## src/rtl/byte_serial_addsub.sv

```systemverilog
// byte_serial_addsub: 32-bit add/subtract computed one byte per cycle,
// least significant byte first, on a single reused 8-bit ripple slice.
//
// Ports:
//   i_clk, i_rst_n          clock, asynchronous active-low reset
//   i_req_valid/o_req_ready request handshake (accepted only in IDLE)
//   i_a, i_b                32-bit operands
//   i_sub                   1: A-B, 0: A+B+i_ci (forced to add if ALLOW_SUB=0)
//   i_ci                    carry-in for add, ignored for subtract
//   o_rsp_valid/i_rsp_ready response handshake (valid only in DONE)
//   o_s, o_co, o_ovf, o_zero result, carry out of bit 31, signed overflow, zero
//   o_busy                  high whenever the FSM is not IDLE

// full_adder_8bit: 8-bit ripple-carry adder slice.
// Ports: i_a, i_b (8-bit addends), i_ci (carry-in), o_s (sum), o_co (carry-out).
module full_adder_8bit (
  input  logic [7:0] i_a,
  input  logic [7:0] i_b,
  input  logic       i_ci,
  output logic [7:0] o_s,
  output logic       o_co
);

  logic [8:0] w_c;

  always_comb begin
    o_s    = '0;
    w_c    = '0;
    w_c[0] = i_ci;
    for (int unsigned i = 0; i < 8; i++) begin
      o_s[i]     = i_a[i] ^ i_b[i] ^ w_c[i];
      w_c[i + 1] = (i_a[i] & i_b[i]) | (w_c[i] & (i_a[i] ^ i_b[i]));
    end
  end

  assign o_co = w_c[8];

endmodule

module byte_serial_addsub #(
  parameter int ALLOW_SUB = 1
) (
  input  logic        i_clk,
  input  logic        i_rst_n,
  input  logic        i_req_valid,
  output logic        o_req_ready,
  input  logic [31:0] i_a,
  input  logic [31:0] i_b,
  input  logic        i_sub,
  input  logic        i_ci,
  output logic        o_rsp_valid,
  input  logic        i_rsp_ready,
  output logic [31:0] o_s,
  output logic        o_co,
  output logic        o_ovf,
  output logic        o_zero,
  output logic        o_busy
);

  localparam logic [1:0] S_IDLE = 2'd0;
  localparam logic [1:0] S_CALC = 2'd1;
  localparam logic [1:0] S_DONE = 2'd2;

  logic [1:0]  r_state;
  logic [1:0]  r_cnt;
  logic [31:0] r_a;
  logic [31:0] r_b;      // already inverted for subtract
  logic        r_c;      // running carry between byte slices
  logic [31:0] r_s;
  logic        r_co;
  logic        r_ovf;
  logic        r_zero;

  logic        w_sub;
  logic [4:0]  w_bit;
  logic [7:0]  w_a_byte;
  logic [7:0]  w_b_byte;
  logic [7:0]  w_sum;
  logic        w_co;

  assign w_sub    = (ALLOW_SUB != 0) && i_sub;
  assign w_bit    = {r_cnt, 3'b000};
  assign w_a_byte = r_a[w_bit +: 8];
  assign w_b_byte = r_b[w_bit +: 8];

  full_adder_8bit u_slice (
    .i_a  (w_a_byte),
    .i_b  (w_b_byte),
    .i_ci (r_c),
    .o_s  (w_sum),
    .o_co (w_co)
  );

  always_ff @(posedge i_clk or negedge i_rst_n) begin
    if (!i_rst_n) begin
      r_state <= S_IDLE;
      r_cnt   <= '0;
      r_a     <= '0;
      r_b     <= '0;
      r_c     <= 1'b0;
      r_s     <= '0;
      r_co    <= 1'b0;
      r_ovf   <= 1'b0;
      r_zero  <= 1'b0;
    end else begin
      case (r_state)
        S_IDLE: begin
          if (i_req_valid) begin
            r_a     <= i_a;
            r_b     <= w_sub ? ~i_b : i_b;
            r_c     <= w_sub ? 1'b1 : i_ci;
            r_cnt   <= '0;
            r_state <= S_CALC;
          end
        end
        S_CALC: begin
          r_s[w_bit +: 8] <= w_sum;
          r_c             <= w_co;
          r_cnt           <= r_cnt + 2'd1;
          if (r_cnt == 2'd3) begin
            // Top byte: flags use the slice output directly since r_s[31:24]
            // is only being written on this same edge.
            r_state <= S_DONE;
            r_co    <= w_co;
            r_ovf   <= (r_a[31] == r_b[31]) && (w_sum[7] != r_a[31]);
            r_zero  <= ({w_sum, r_s[23:0]} == '0);
          end
        end
        S_DONE: begin
          if (i_rsp_ready) r_state <= S_IDLE;
        end
        default: r_state <= S_IDLE;
      endcase
    end
  end

  assign o_req_ready = (r_state == S_IDLE);
  assign o_rsp_valid = (r_state == S_DONE);
  assign o_busy      = (r_state != S_IDLE);
  assign o_s         = r_s;
  assign o_co        = r_co;
  assign o_ovf       = r_ovf;
  assign o_zero      = r_zero;

endmodule

```

## config.mk

```make
export PLATFORM = sky130hd
export DESIGN_NAME = byte_serial_addsub
export DESIGN_NICKNAME = d
export VERILOG_FILES = /design/src/rtl/byte_serial_addsub.sv
export SDC_FILE = /design/constraint.sdc
export NUM_CORES = 1
export LEC_CHECK = 0
export BUFFER_PORTS_ARGS = -buffer_cell sky130_fd_sc_hd__buf_2
export CAP_MARGIN = 20
export CORE_ASPECT_RATIO = 1.2
export CORE_MARGIN = 5
export CORE_UTILIZATION = 56
export CTS_BUF_LIST = sky130_fd_sc_hd__clkbuf_2
export CTS_CLUSTER_DIAMETER = 120
export DETAILED_ROUTE_END_ITERATION = 10
export GPL_TIMING_DRIVEN = 1
export PLACE_DENSITY = 0.85
export SYNTH_ARGS = -nofsm -noshare
export SYNTH_HDL_FRONTEND = slang
export SYNTH_SLANG_ARGS = --single-unit
```

## constraint.sdc

```tcl
create_clock -name i_clk -period 5.5 [get_ports i_clk]
set_input_delay 0.55 -clock i_clk [delete_from_list [all_inputs] [get_ports i_clk]]
set_output_delay 0.55 -clock i_clk [all_outputs]
set_load 0.01 [all_outputs]
```

# ---- Word level (Yosys, flattened, before mapping)
# Index checks and enable logic that the tools add are counted.
# W data, S select, Z words.
dict set report totals {
  register_bits 104
  latchBits 0
  ramBits 0
  romBits 0
  inputBits 70
  output_inout_bits 38
  word_cells 84
  mem_count 0
}
dict set report classes {
  n_addsub 2
  mul 0
  div 0
  n_lt_le_gt_ge 0
  eq_ne 8
  shift 4
  mux 11
  n_bitwise 41
  reduce_logical 9
}
# op n
set ops {}
lappend ops {{$shiftx A32 B6 Y8} 2}
lappend ops {{$bwmux W32} 1}
lappend ops {{$logic_not A32 Y1} 1}
lappend ops {{$mux W32} 1}
lappend ops {{$not A32 Y32} 1}
lappend ops {{$shift A8 B7 Y32 const A} 1}
lappend ops {{$shiftx A8 B7 Y32} 1}
lappend ops {{$and A1 B1 Y1} 16}
lappend ops {{$xor A1 B1 Y1} 16}
lappend ops {{$mux W2} 4}
lappend ops {{$or A1 B1 Y1} 8}
lappend ops {{$neg A5 Y7} 1}
lappend ops {{$pmux W2 S3} 1}
lappend ops {{$reduce_and A2 Y1} 3}
lappend ops {{$eq A2 B2 Y1 const B} 2}
lappend ops {{$ne A2 B2 Y1 const B} 2}
lappend ops {{$pmux W2 S2} 1}
lappend ops {{$reduce_bool A2 Y1} 2}
lappend ops {{$reduce_and A3 Y1} 1}
lappend ops {{$add A2 B1 Y2 const B} 1}
lappend ops {{$eq A2 B1 Y1 const B} 1}
lappend ops {{$logic_not A2 Y1} 1}
lappend ops {{$mux W1} 2}
lappend ops {{$ne A2 B1 Y1 const B} 1}
lappend ops {{other kinds (4)} 4}

# ---- Depth between registers and ports, before layout
dict set report depth {
  word_depth 19
  ltp_mapped 16
  ltp_nobuf 14
}

# ---- Hierarchy
# From an unflattened synthesis, not the netlist that was laid out.
dict set report hier_totals {
  cells_unflattened 443
  area_unflattened_um2 5134.9
}
# mod instances cells_per_inst area_each_um2 seq_area_each_um2
set modules_own_cells {}
lappend modules_own_cells {byte_serial_addsub 1 425 4937.2 2602.5}
lappend modules_own_cells {full_adder_8bit 1 18 197.7 0.0}

# ---- Worst setup path before layout
# Ideal clock, no wire load.
dict set report synth_path {
  path_type {register to register}
  startpoint {register r_cnt[0]}
  endpoint {register r_zero, in the netlist o_zero}
  setup_time_ps 110
  arrival_time_ps 4311
  required_ps 5390
  setup_slack_ps 1079
  stages_incl_launch_ff 16
  path_buffers 1
  synth_period_minus_slack_ps 4421
  path_cell_list {dfrtp_1 buf_2 mux4_2 inv_1 fa_1 fa_1 fa_1 fa_1 fa_1 inv_1 fa_1 fa_1 fa_1 nor2_1 nand4_1 o41ai_1}
}
dict set report synth_between {
  elab_chain_len 18
  elab_cells_between_ends 42
  classes_between {eq/ne (1); shift (2); bitwise (37); reduce/logical (2)}
}
# element line
set synth_lines {}
lappend synth_lines {{from (decl)} 65} ;# logic [1:0] r_cnt;
lappend synth_lines {{from (signal assigned)} 119} ;# r_cnt <= r_cnt + 2'd1;
lappend synth_lines {{$shiftx A32 B6 Y8, on equally long branches} {83, 84}}
lappend synth_lines {{$xor A1 B1 Y1} {31, 32}}
lappend synth_lines {{$and A1 B1 Y1} 32} ;# w_c[i + 1] = (i_a[i] & i_b[i]) | (w_c[i] & (i_a[i] ^ i_b[i]));
lappend synth_lines {{$or A1 B1 Y1} 32}
lappend synth_lines {{$and A1 B1 Y1} 32}
lappend synth_lines {{$or A1 B1 Y1} 32}
lappend synth_lines {{$and A1 B1 Y1} 32}
lappend synth_lines {{$or A1 B1 Y1} 32}
lappend synth_lines {{[2 not listed]} --}
lappend synth_lines {{$and A1 B1 Y1} 32}
lappend synth_lines {{$or A1 B1 Y1} 32}
lappend synth_lines {{$and A1 B1 Y1} 32}
lappend synth_lines {{$or A1 B1 Y1} 32}
lappend synth_lines {{$and A1 B1 Y1} 32}
lappend synth_lines {{$or A1 B1 Y1} 32}
lappend synth_lines {{$xor A1 B1 Y1} 31} ;# o_s[i] = i_a[i] ^ i_b[i] ^ w_c[i];
lappend synth_lines {{$logic_not A32 Y1} 126} ;# r_zero <= ({w_sum, r_s[23:0]} == '0);
lappend synth_lines {{to (signal assigned)} 126}
lappend synth_lines {{to (decl)} 72} ;# logic r_zero;
# Several ways; a longest one is shown, not always the timed one.
# A chain may end at the register's enable or synchronous reset.

# ---- Worst setup path in the final report
# Ends and elaborated chain as after synthesis.

==> reports/metrics.csv <==
stage;metric;value;unit
status;outcome;completed;
synthesis;synthesized instance count;398;
grt;first-pass GRT wire length;18.0;mm
min_path;Hold Crit Class;in2reg;
synthesis;syn_area_per_cell;12.4;sq um
clocking;Reg clk slew, reported paths;0.30;ns
clocking;Post-CTS Resized;0;
finish;ANT cells;0;
power;VDD IR-drop max;0.434;mV
placement;IO Port Bufs;107;
sta;worst-margin pin slew;0.995;ns
worst_setup_path;crit path cell chain;mux4_2 > inv_1 > fa_1 > fa_1 > fa_1 > fa_1 > fa_1 > inv_1 > fa_1 > fa_1 > fa_1 > nor2_1 > nand4_1 > o41ai_1;
sta;Max transition margin;33.7;%
synthesis;Yosys top cell area share;52.6;%
grt;antenna violations before repair;0;
placement;hpwl dp;8.44;mm
flow_run;Max Cap Violations;0;
clocking;Clk Tree Root Cell;clkbuf_2;
sta;Final setup viols;0;
power;PD cells;655;nW/um^2
detailed_routing;initial drt markers;159;
sta;Fin Hold WS;0.104;ns
worst_setup_path;cell count of the worst reg-to-reg path;14;
worst_setup_path;crit path DAT;5.31;ns
grt;Global Route Usage Sum;21.5;%
synthesis;main flop type after synthesis;dfrtp_1;
detailed_routing;Residual DRC;0;
clocking;CTS tree;built;
synthesis;syn_nets;482;
clocking;htree depth;3;
worst_setup_path;worst setup path category;reg2reg;
sta;Max Clock Skew;0.0420;ns
sta;Final min period;4.83;ns
floorplanning;FP Rows;37;
power;leak pwr;2.63;nW
detailed_routing;vias per cell;5.54;
detailed_routing;DRT Pass-1 Iters;4;
synthesis;#FFs+latches synth;104;
detailed_routing;final wirelength;11.0;mm
detailed_routing;drt wl/cell;17.7;um
sta;Final Hold Viols;0;
finish;most frequent cells in the layout;106 x buf_2, 104 x dfrtp_1, 34 x nor2_1, 33 x mux2_2, 33 x a21oi_1;
floorplanning;die area;10800;sq um
floorplanning;I/O Pins;108;
floorplanning;DIE HEIGHT;113;um
synthesis;Seq/Total Area, Yosys;52.6;%
synthesis;number of synthesis warnings;0;
detailed_routing;Final ANT Viol Nets;0;
sta;final period utilization;87.9;%
grt;vias in the first global route;3663;
clocking;CTS max path bufs;2;
finish;# fillers;690;
clocking;cts bufs inserted;9;
worst_setup_path;CP max-delay cell;dfrtp_1;
placement;Post-Place Worst Slack;0.683;ns
finish;Total Nets Final;585;
sta;fin worst setup slack;0.667;ns
synthesis;Syn Std Cell Area;4950;sq um
floorplanning;width of the die;95.8;um
detailed_routing;Via Count;3451;
placement;RD Place Congestion;0.801;
sta;Setup TNS Final;0;ns
floorplanning;Core Area;8610;sq um
synthesis;main area contributors after synthesis;dfrtp_1 53%, mux2_2 7.5%, mux4_2 7.3%, xnor2_1 5.7%, a21oi_1 3.3%;
worst_setup_path;CP Max Fanout;10;
worst_setup_path;Worst path max stage delay;0.78;ns
finish;share of layout cells above drive strength 1;37.5;%
clocking;later-pin clock latency in the skew report;0.58;ns
synthesis;top cell type by total area after synthesis;dfrtp_1;
worst_setup_path;most used cell, CP;fa_1;
finish;Area growth syn-to-layout;14.4;%
finish;commonest non-fill, non-tap cell in the layout;buf_2;
grt;largest net degree at the start of global routing;102;
grt;GRT overflow;0;
worst_setup_path;Worst Setup Start Kind;flop;
sta;Final Max Slew Viols;0;
synthesis;Netlist cell types;36;
sta;FMAX;207;MHz
worst_setup_path;WP data required;5.98;ns
synthesis;Post-synth EDFFs;0;
worst_setup_path;Critical Path End Type;flop;
synthesis;Async S/R FF share, synth;100;%
floorplanning;Initial Util;57.5;%
sta;RSZ-0062 raised after global routing;false;
clocking;clk sinks;104;
min_path;hold depth;2;
## worst paths after layout
check | start | to | slack [ns]
worst max register to register | r_cnt[0] | o_zero | 0.67
min in group asynchronous | i_rst_n | o_s[25] | 0.46
max in group asynchronous | i_rst_n | r_a[24] | 3.89
worst min register to register | o_s[26] | o_s[26] | 0.52
worst min-delay path | i_rsp_ready | r_state[1] | 0.10
worst max-delay path | r_cnt[0] | o_zero | 0.67
## timing repair
item / in CTS / in global routing
hold endpoints to repair: 47 / 0
setup buffers: 0 / 0
hold buffers: 1 / 0
## power breakdown
| group | leakage [nW] | internal, mW | switching (mW) |
|---|---|---|---|
| clock | 0.0553 | 0.0634 | 0.264 |
| combinational | 1.31 | 0.905 | 1.12 |
| sequential | 1.26 | 1.09 | 0.261 |
## critical path: cells and delay by family, from the launching register on
kind,cells,cell delay [ns]
buffers and inverters,2,0.14
AOI/OAI and AO/OA,1,0.39
and+or+nand+nor,2,0.26
adders and majority gates,8,2.85
DFF,1,0.78
muxes,1,0.33
## synthesized netlist by cell type (3+ instances only)
library cell / count
a21oi_1: 33
a22o_1: 12
buf_2: 14
buf_4: 6
dfrtp_1: 104
fa_1: 8
ha_1: 6
inv_1: 16
mux2_2: 33
mux4_2: 16
nand2_1: 25
nand2b_1: 4
nor2_1: 34
nor3_1: 3
nor4_1: 6
o21ai_0: 18
o21ai_2: 5
xnor2_1: 32
## per-stage QoR
stage	power, mW	util (%)	instance area (sq um)	cells
final	3.71	65.8	5660	623
after global routing	3.97	65.8	5660	623
after CTS	3.72	65.8	5660	623
after detailed placement	3.40	64.5	5560	606
after global placement	3.32	64.5	5560	606
after floorplan	2.73	-	4950	398
## metal layers
layer / global-route usage (%) / wire length, um
met2: 36.0 / 5830
met1: 27.8 / 4300
met5: 0 / 0
met4: 9.20 / 267
met3: 3.19 / 615
## final cells by class
type | instances | area [sq um] | area share [%]
Inverter | 16 | 60.1 | 1.06
Tap cell | 117 | 146 | 2.58
Multi-Input combinational cell | 258 | 2180 | 38.5
Clock buffer | 9 | 45.0 | 0.795
Clock inverter | 7 | 53.8 | 0.950
Timing Repair Buffer | 112 | 578 | 10.2
Sequential cell | 104 | 2600 | 45.9
## logic make-up after synthesis
logic type,after synthesis,synth area share [%]
DFF,104,52.6
and+or+nand+nor,90,9.76
AOI/OAI and AO/OA,73,8.92
muxes,49,14.8
buffers and inverters,36,3.54
xor gates and xnor gates,32,5.66
adders and majority gates,14,4.75
## sequential cells by signal, indices dropped and copies added, names as in the netlist, 2 cells and up
register,flops
r_cnt,2
r_a,32
r_state,2
r_b,32
o_s,32
No activity file was read; power rests on OpenSTA's default activity.
